`src/rtl/instr_fetch_stage.sv`:
```
// PC generation and fetch buffer for the single-issue MIPS core; stops fetching after a syscall.
// Optional build macro FETCH_PERF_CNT_EN adds fetched/stall performance counters.
module instr_fetch_stage #(
    parameter logic [31:0] RESET_PC     = 32'h0000_0000,
    parameter int          FIFO_DEPTH   = 2,
    parameter logic [31:0] SYSCALL_WORD = 32'h0000_000C
) (
    input  logic        clk,
    input  logic        rst,
    output logic [31:0] imem_addr,
    input  logic [31:0] imem_instr,
    output logic        out_valid,
    input  logic        out_ready,
    output logic [31:0] out_instr,
    output logic [31:0] out_pc,
    input  logic        redirect_valid,
    input  logic [31:0] redirect_pc,
`ifdef FETCH_PERF_CNT_EN
    output logic [31:0] perf_fetched,
    output logic [31:0] perf_stall,
`endif
    output logic        halted
);

    localparam int PW = $clog2(FIFO_DEPTH);
    localparam int CW = $clog2(FIFO_DEPTH) + 1;

    // state    | meaning
    // ST_RUN   | fetching one word per cycle when the buffer has room
    // ST_HALT  | syscall fetched; PC frozen until redirect or reset
    typedef enum logic {
        ST_RUN,
        ST_HALT
    } state_t;

    state_t         state_q;
    state_t         state_d;
    logic [31:0]    pc_q;
    logic [31:0]    pc_mem    [FIFO_DEPTH];
    logic [31:0]    instr_mem [FIFO_DEPTH];
    logic [PW-1:0]  rd_ptr;
    logic [PW-1:0]  wr_ptr;
    logic [CW-1:0]  count;
    logic           pop;
    logic           push;
    logic           redirect_lsb_unused;

    assign redirect_lsb_unused = ^redirect_pc[1:0];

    assign imem_addr = pc_q;
    assign halted    = (state_q == ST_HALT);
    assign out_valid = (count != '0);
    assign out_instr = instr_mem[rd_ptr];
    assign out_pc    = pc_mem[rd_ptr];

    assign pop  = out_valid & out_ready;
    assign push = !halted && !redirect_valid && ((count < CW'(FIFO_DEPTH)) || pop);

    always_comb begin
        state_d = state_q;
        case (state_q)
            ST_RUN: begin
                if (push && (imem_instr == SYSCALL_WORD)) begin
                    state_d = ST_HALT;
                end
            end
            ST_HALT: begin
                if (redirect_valid) begin
                    state_d = ST_RUN;
                end
            end
            default: state_d = ST_RUN;
        endcase
    end

    always_ff @(posedge clk) begin
        if (rst) begin
            state_q <= ST_RUN;
            pc_q    <= RESET_PC;
            rd_ptr  <= '0;
            wr_ptr  <= '0;
            count   <= '0;
            for (int i = 0; i < FIFO_DEPTH; i++) begin
                pc_mem[i]    <= '0;
                instr_mem[i] <= '0;
            end
        end else begin
            state_q <= state_d;
            if (redirect_valid) begin
                // Flush wins over any concurrent handshake; the head is dropped, not consumed.
                pc_q   <= {redirect_pc[31:2], 2'b00};
                rd_ptr <= '0;
                wr_ptr <= '0;
                count  <= '0;
            end else begin
                if (push) begin
                    pc_mem[wr_ptr]    <= pc_q;
                    instr_mem[wr_ptr] <= imem_instr;
                    wr_ptr            <= wr_ptr + PW'(1);
                    pc_q              <= pc_q + 32'd4;
                end
                if (pop) begin
                    rd_ptr <= rd_ptr + PW'(1);
                end
                count <= count + CW'(push) - CW'(pop);
            end
        end
    end

`ifdef FETCH_PERF_CNT_EN
    always_ff @(posedge clk) begin
        if (rst) begin
            perf_fetched <= '0;
            perf_stall   <= '0;
        end else begin
            if (push) begin
                perf_fetched <= perf_fetched + 32'd1;
            end
            if (!halted && !redirect_valid && !push) begin
                perf_stall <= perf_stall + 32'd1;
            end
        end
    end
`endif

endmodule

```
`config.mk`:
```
export PLATFORM = sky130hd
export DESIGN_NAME = instr_fetch_stage
export DESIGN_NICKNAME = d
export VERILOG_FILES = /design/src/rtl/instr_fetch_stage.sv
export SDC_FILE = /design/constraint.sdc
export NUM_CORES = 1
export LEC_CHECK = 0
export ABC_AREA = 1
export CAP_MARGIN = 10
export CELL_PAD_IN_SITES_DETAIL_PLACEMENT = 1
export CELL_PAD_IN_SITES_GLOBAL_PLACEMENT = 1
export CORE_MARGIN = 1
export CORE_UTILIZATION = 41
export CTS_BUF_LIST = sky130_fd_sc_hd__clkbuf_16
export DETAILED_ROUTE_END_ITERATION = 6
export PLACE_DENSITY_LB_ADDON = 0.1
export REMOVE_ABC_BUFFERS = 1
export SYNTH_ARGS = -nofsm -noshare
export SYNTH_HDL_FRONTEND = slang
export SYNTH_SLANG_ARGS = --single-unit
```
`constraint.sdc`:
```
create_clock -name clk -period 6.75 [get_ports clk]
set_input_delay 0.675 -clock clk [delete_from_list [all_inputs] [get_ports clk]]
set_output_delay 0.675 -clock clk [all_outputs]
set_load 0.03 [all_outputs]
```
# After elaboration in Yosys (flattened, before gate mapping)
# Memories as Yosys holds them, arrays and structs flattened. A register that Yosys moved wholly into a read port is not among the register bits.
# Cells that the tools add are included.
dict set report op_classes {
  addsub 5
  n_lt_le_gt_ge 1
  n_eq_ne 1
  mux 21
  bitwise_logic 2
  n_reduce_logical 11
}
# cell count
set op_table {}
lappend op_table {{$mux 32} 4}
lappend op_table {{$reduce_or 32->1} 2}
lappend op_table {{$add 32x3->32 const B} 1}
lappend op_table {{$eq 32x4->1 const B} 1}
lappend op_table {{$mux 1} 16}
lappend op_table {{$reduce_bool 2->1} 2}
lappend op_table {{$logic_and 1x1->1} 3}
lappend op_table {{$add 1x1->1 const B} 2}
lappend op_table {{$add 2x1->2} 1}
lappend op_table {{$logic_not 1->1} 2}
lappend op_table {{$lt 2x2->1 const B} 1}
lappend op_table {{$pmux 1 s2} 1}
lappend op_table {{$reduce_or 2->1} 1}
lappend op_table {{$sub 2x1->2} 1}
lappend op_table {{$and 1x1->1} 1}
lappend op_table {{$logic_or 1x1->1} 1}
lappend op_table {{$not 1->1} 1}
dict set report totals {
  reg_bits 37
  mem_bits_rw 128
  in_bits 68
  out_inout_bits 98
  mem_count 2
}
# name depth width rd rd_clocked_by_memory_dff write_ports line
set memory_table {}
lappend memory_table {instr_mem 2 32 1 1 2 40} ;# logic [31:0] instr_mem [FIFO_DEPTH];
lappend memory_table {pc_mem 2 32 1 1 2 39} ;# logic [31:0] pc_mem [FIFO_DEPTH];

# Longest topological paths before layout
dict set report depth {
  word_depth 10
  mapped_depth 9
  depth_no_buf 9
}

# Worst setup path before layout
# Ideal clock, no wire load.
dict set report synth_timing {
  path_type {in2reg}
  startpoint {input redirect_valid}
  endpoint {memory instr_mem[1][0] (enable)}
  t_arrival_ns 2.624
  t_required_ns 6.329
  path_slack_ns 3.705
  stages 5
  n_path_buf 2
  cell_sequence {buf_2 -> nor2_2 -> nand3_2 -> buf_2 -> nand2_1}
}
# item line
set synth_rtl {}
lappend synth_rtl {{start, declared} 16} ;# input logic redirect_valid,
lappend synth_rtl {{end, declared} 40}

==> reports/results.ini <==
[status]
status=complete, no violations

[critical_path]
path_cells=buf_4, mux2_2, clkdlybuf4s50_1
critPathRequiredTime_ns=6.07
slowest_stage=dfxtp_2
r2r_cells=6
crit_buf_inv=2
path_delay_family=buffers and inverters
r2r_end=pc_mem[1][2]
crit_path_end_kind=primary output
path_class=register to primary output
startpoint_type=register
r2r-start=halted
cp.arrival_ns=2.85
r2r_slack_ns=4.40
max_stage_delay_ns=0.80
worstPathMaxFanout=36

[timing]
tns_ns=0
finalClockSkew_ns=0.00723
max_freq_ghz=0.284
setup_viol=0
finalHoldViolations=0
timing.final.crit_share_pct=52.2
period_needed_ns=3.52
rsz0062_at_grt=no
max_slew.worst_pin.slew_ns=0.838
drv_slew=0
slew_headroom_pct=44.1

[detailed_routing]
antenna_left=0
initialDrtViolationCount=231
wl_per_cell_um=17.9
vias_per_cell=5.04
drt_pass1_iterations=4
drc=0
vias=5962
routed_wl_mm=21.2

[power]
internal_power_mw=1.93
pwr-share-comb_pct=13.9
p_per_area_nw_per_um2=256
vdd_drop_max_mv=0.188
switching_power_uw=663
seqPwrFrac_pct=44.3
static-leakage-power_nw=3.91
sw_frac_of_total_pct=25.6
total_power_mw=2.60
clockPowerShare_pct=41.9

[clock_network]
numCtsBuffers=17
clockBufferDepth=2
cts_tree=built
cts-root-buf=clkbuf_16
cts_setup_buffers=0
clkSinkCount=160
htreeDepth=4
postCtsHoldBufs=0
worstSkewPairLatency_ns=0.43
cts_resized=0
path_clk_slew_ns=0.06

[yosys]
synthCells=790
yosysTopAreaCellShare_pct=48.0
ys_seq_area_share_pct=57.3
synth_top_cell_by_area=edfxtp_1
synth_seq_cells=160
ys_types=37
synthTopCellsByArea=edfxtp_1, dfxtp_1, mux2_2
mappedNetlistArea_um2=7750
yosysWarnings=0
syn-mean-instance-area_um2=9.82

[global_routing]
grt_util_all_layers_pct=22.5
grt_max_degree=63
grt_first_pass_wirelength_mm=33.9
grt_pass1_vias=6478
grt_overflow_total=0
antenna_found_initial=0

[floorplanning]
row_count=49
die_w_um=140
initial_core_util_pct=42.4
ios=166
die_area_um2=19500
core_area_um2=18300
fp.dieH_um=140

[hold_path]
hold_depth=2
hold_class=register to register
worstHoldStart=rd_ptr

[placed_design]
gp_congestion=0.820
hpwl_mm=14.1
place.port_buffers=159

[final_layout]
layout-drive-gt1-share_pct=14.1
final_nets=1013
antenna_cells=0
area_growth_pct=30.7

[flow_run]
max-cap-violations=0

==> cell usage after synthesis, drive strengths merged <==
cell type,number
conb,1
nor2,173
a21oi,27
o211ai,1
nor3,2
or2,3
buf,31
nand3,39
ha,3
xnor2,2
edfxtp,124
nand4,6
nand2,126
xor2,5
and2,1
dfxtp,36
o221ai,1
a211oi,1
inv,99
mux2,62
nand3b,2
nor4,1
clkbuf,5
a31oi,5
o21ai,34
==> layer usage <==
| layer | track usage, % | routed length, um |
|---|---|---|
| met5 | 0 | 0 |
| met2 | 40.2 | 10800 |
| met4 | 7.00 | 328 |
| met1 | 27.6 | 9240 |
| met3 | 3.85 | 852 |
==> registers in the layout, summed over array words and instances, names as in the netlist, named ones only <==
name and count:
imem_addr 30, halted 1, count 2, instr_mem 64
wr_ptr 1, pc_mem 60, rd_ptr 1
==> worst reg2reg max path, delay by kind of cell (launching register included) <==
family,cells,cell delay (ns)
AOI/OAI and AO/OA,1,0.11
DFF,1,0.33
and+or+nand+nor,3,0.81
buffers and inverters,2,0.73
==> cell families after synthesis <==
logic type                 Yosys count  share of synthesized area (%)
other                                1                         0.0484
AOI/OAI and AO/OA                   69                           4.95
DFF                                160                           57.3
buffers and inverters              135                           7.66
adders and majority gates            3                          0.484
xor gates and xnor gates             7                          0.791
and+or+nand+nor                    353                           19.7
muxes                               62                           9.00
==> power groups by stage <==
stage / combinational [mW] / sequential, mW / clock (mW)
after floorplan: 0.177 / 1.18 / 0
after CTS: 0.365 / 1.15 / 1.10
final: 0.361 / 1.15 / 1.09
after global routing: 0.386 / 1.15 / 1.13
after detailed placement: 0.362 / 1.17 / 0
after global placement: 0.356 / 1.16 / 0
==> cell type report <==
cell class,count,area (um2)
clock buffers,17,425
clock inverters,15,233
fillers,2029,8130
inverters,99,372
multi-input cells,498,2730
flip-flops and latches,160,4450
well taps,229,287
repair buffers,166,1640
==> per-stage QoR <==
step           worst slack, ns  instance area (um2)  utilization [%]  hold slack [ns]  instances
4_1_cts                   3.17                10100             55.5            0.485       1184
6_report                  3.23                10100             55.5            0.488       1184
3_5_place_dp              3.32                 9480             51.9            0.476       1152
3_3_place_gp              3.38                 9480             51.9            0.468       1152
5_1_grt                   3.08                10100             55.5            0.538       1184
2_1_floorplan             2.34                 7540                -            0.461        757
==> placed cells by master, fill, tap and decap left out, drive strengths merged <==
master | netlist | layout
nor2 | 173 | 173
nand3b | 2 | 2
edfxtp | 124 | 124
inv | 99 | 105
nor3 | 2 | 2
o221ai | 1 | 1
and2 | 1 | 1
a21oi | 27 | 27
nand3 | 39 | 39
nand4 | 6 | 6
xor2 | 5 | 5
a31oi | 5 | 5
nor4 | 1 | 1
clkbuf | 5 | 17
o21ai | 34 | 34
bufinv | 0 | 5
buf | 31 | 7
or2 | 3 | 3
dfxtp | 36 | 36
a211oi | 1 | 1
o211ai | 1 | 1
clkinv | 0 | 3
clkinvlp | 0 | 1
conb | 1 | 4
mux2 | 62 | 62
ha | 3 | 3
xnor2 | 2 | 2
clkdlybuf4s50 | 0 | 159
nand2 | 126 | 126
==> how the worst max path moves through the flow <==
stage	startpoint	to	slack, ns	cells after the start
2_1_floorplan	out_ready	instr_mem[1][0]	2.34	4
3_3_place_gp	rst	pc_mem[1][3]	3.38	5
3_5_place_dp	rst	pc_mem[1][3]	3.32	6
4_1_cts	register	out_pc[11]	3.17	3
5_1_grt	register	out_pc[19]	3.08	3
6_report	register	out_pc[27]	3.23	3
(Power assumes the default switching activity.)
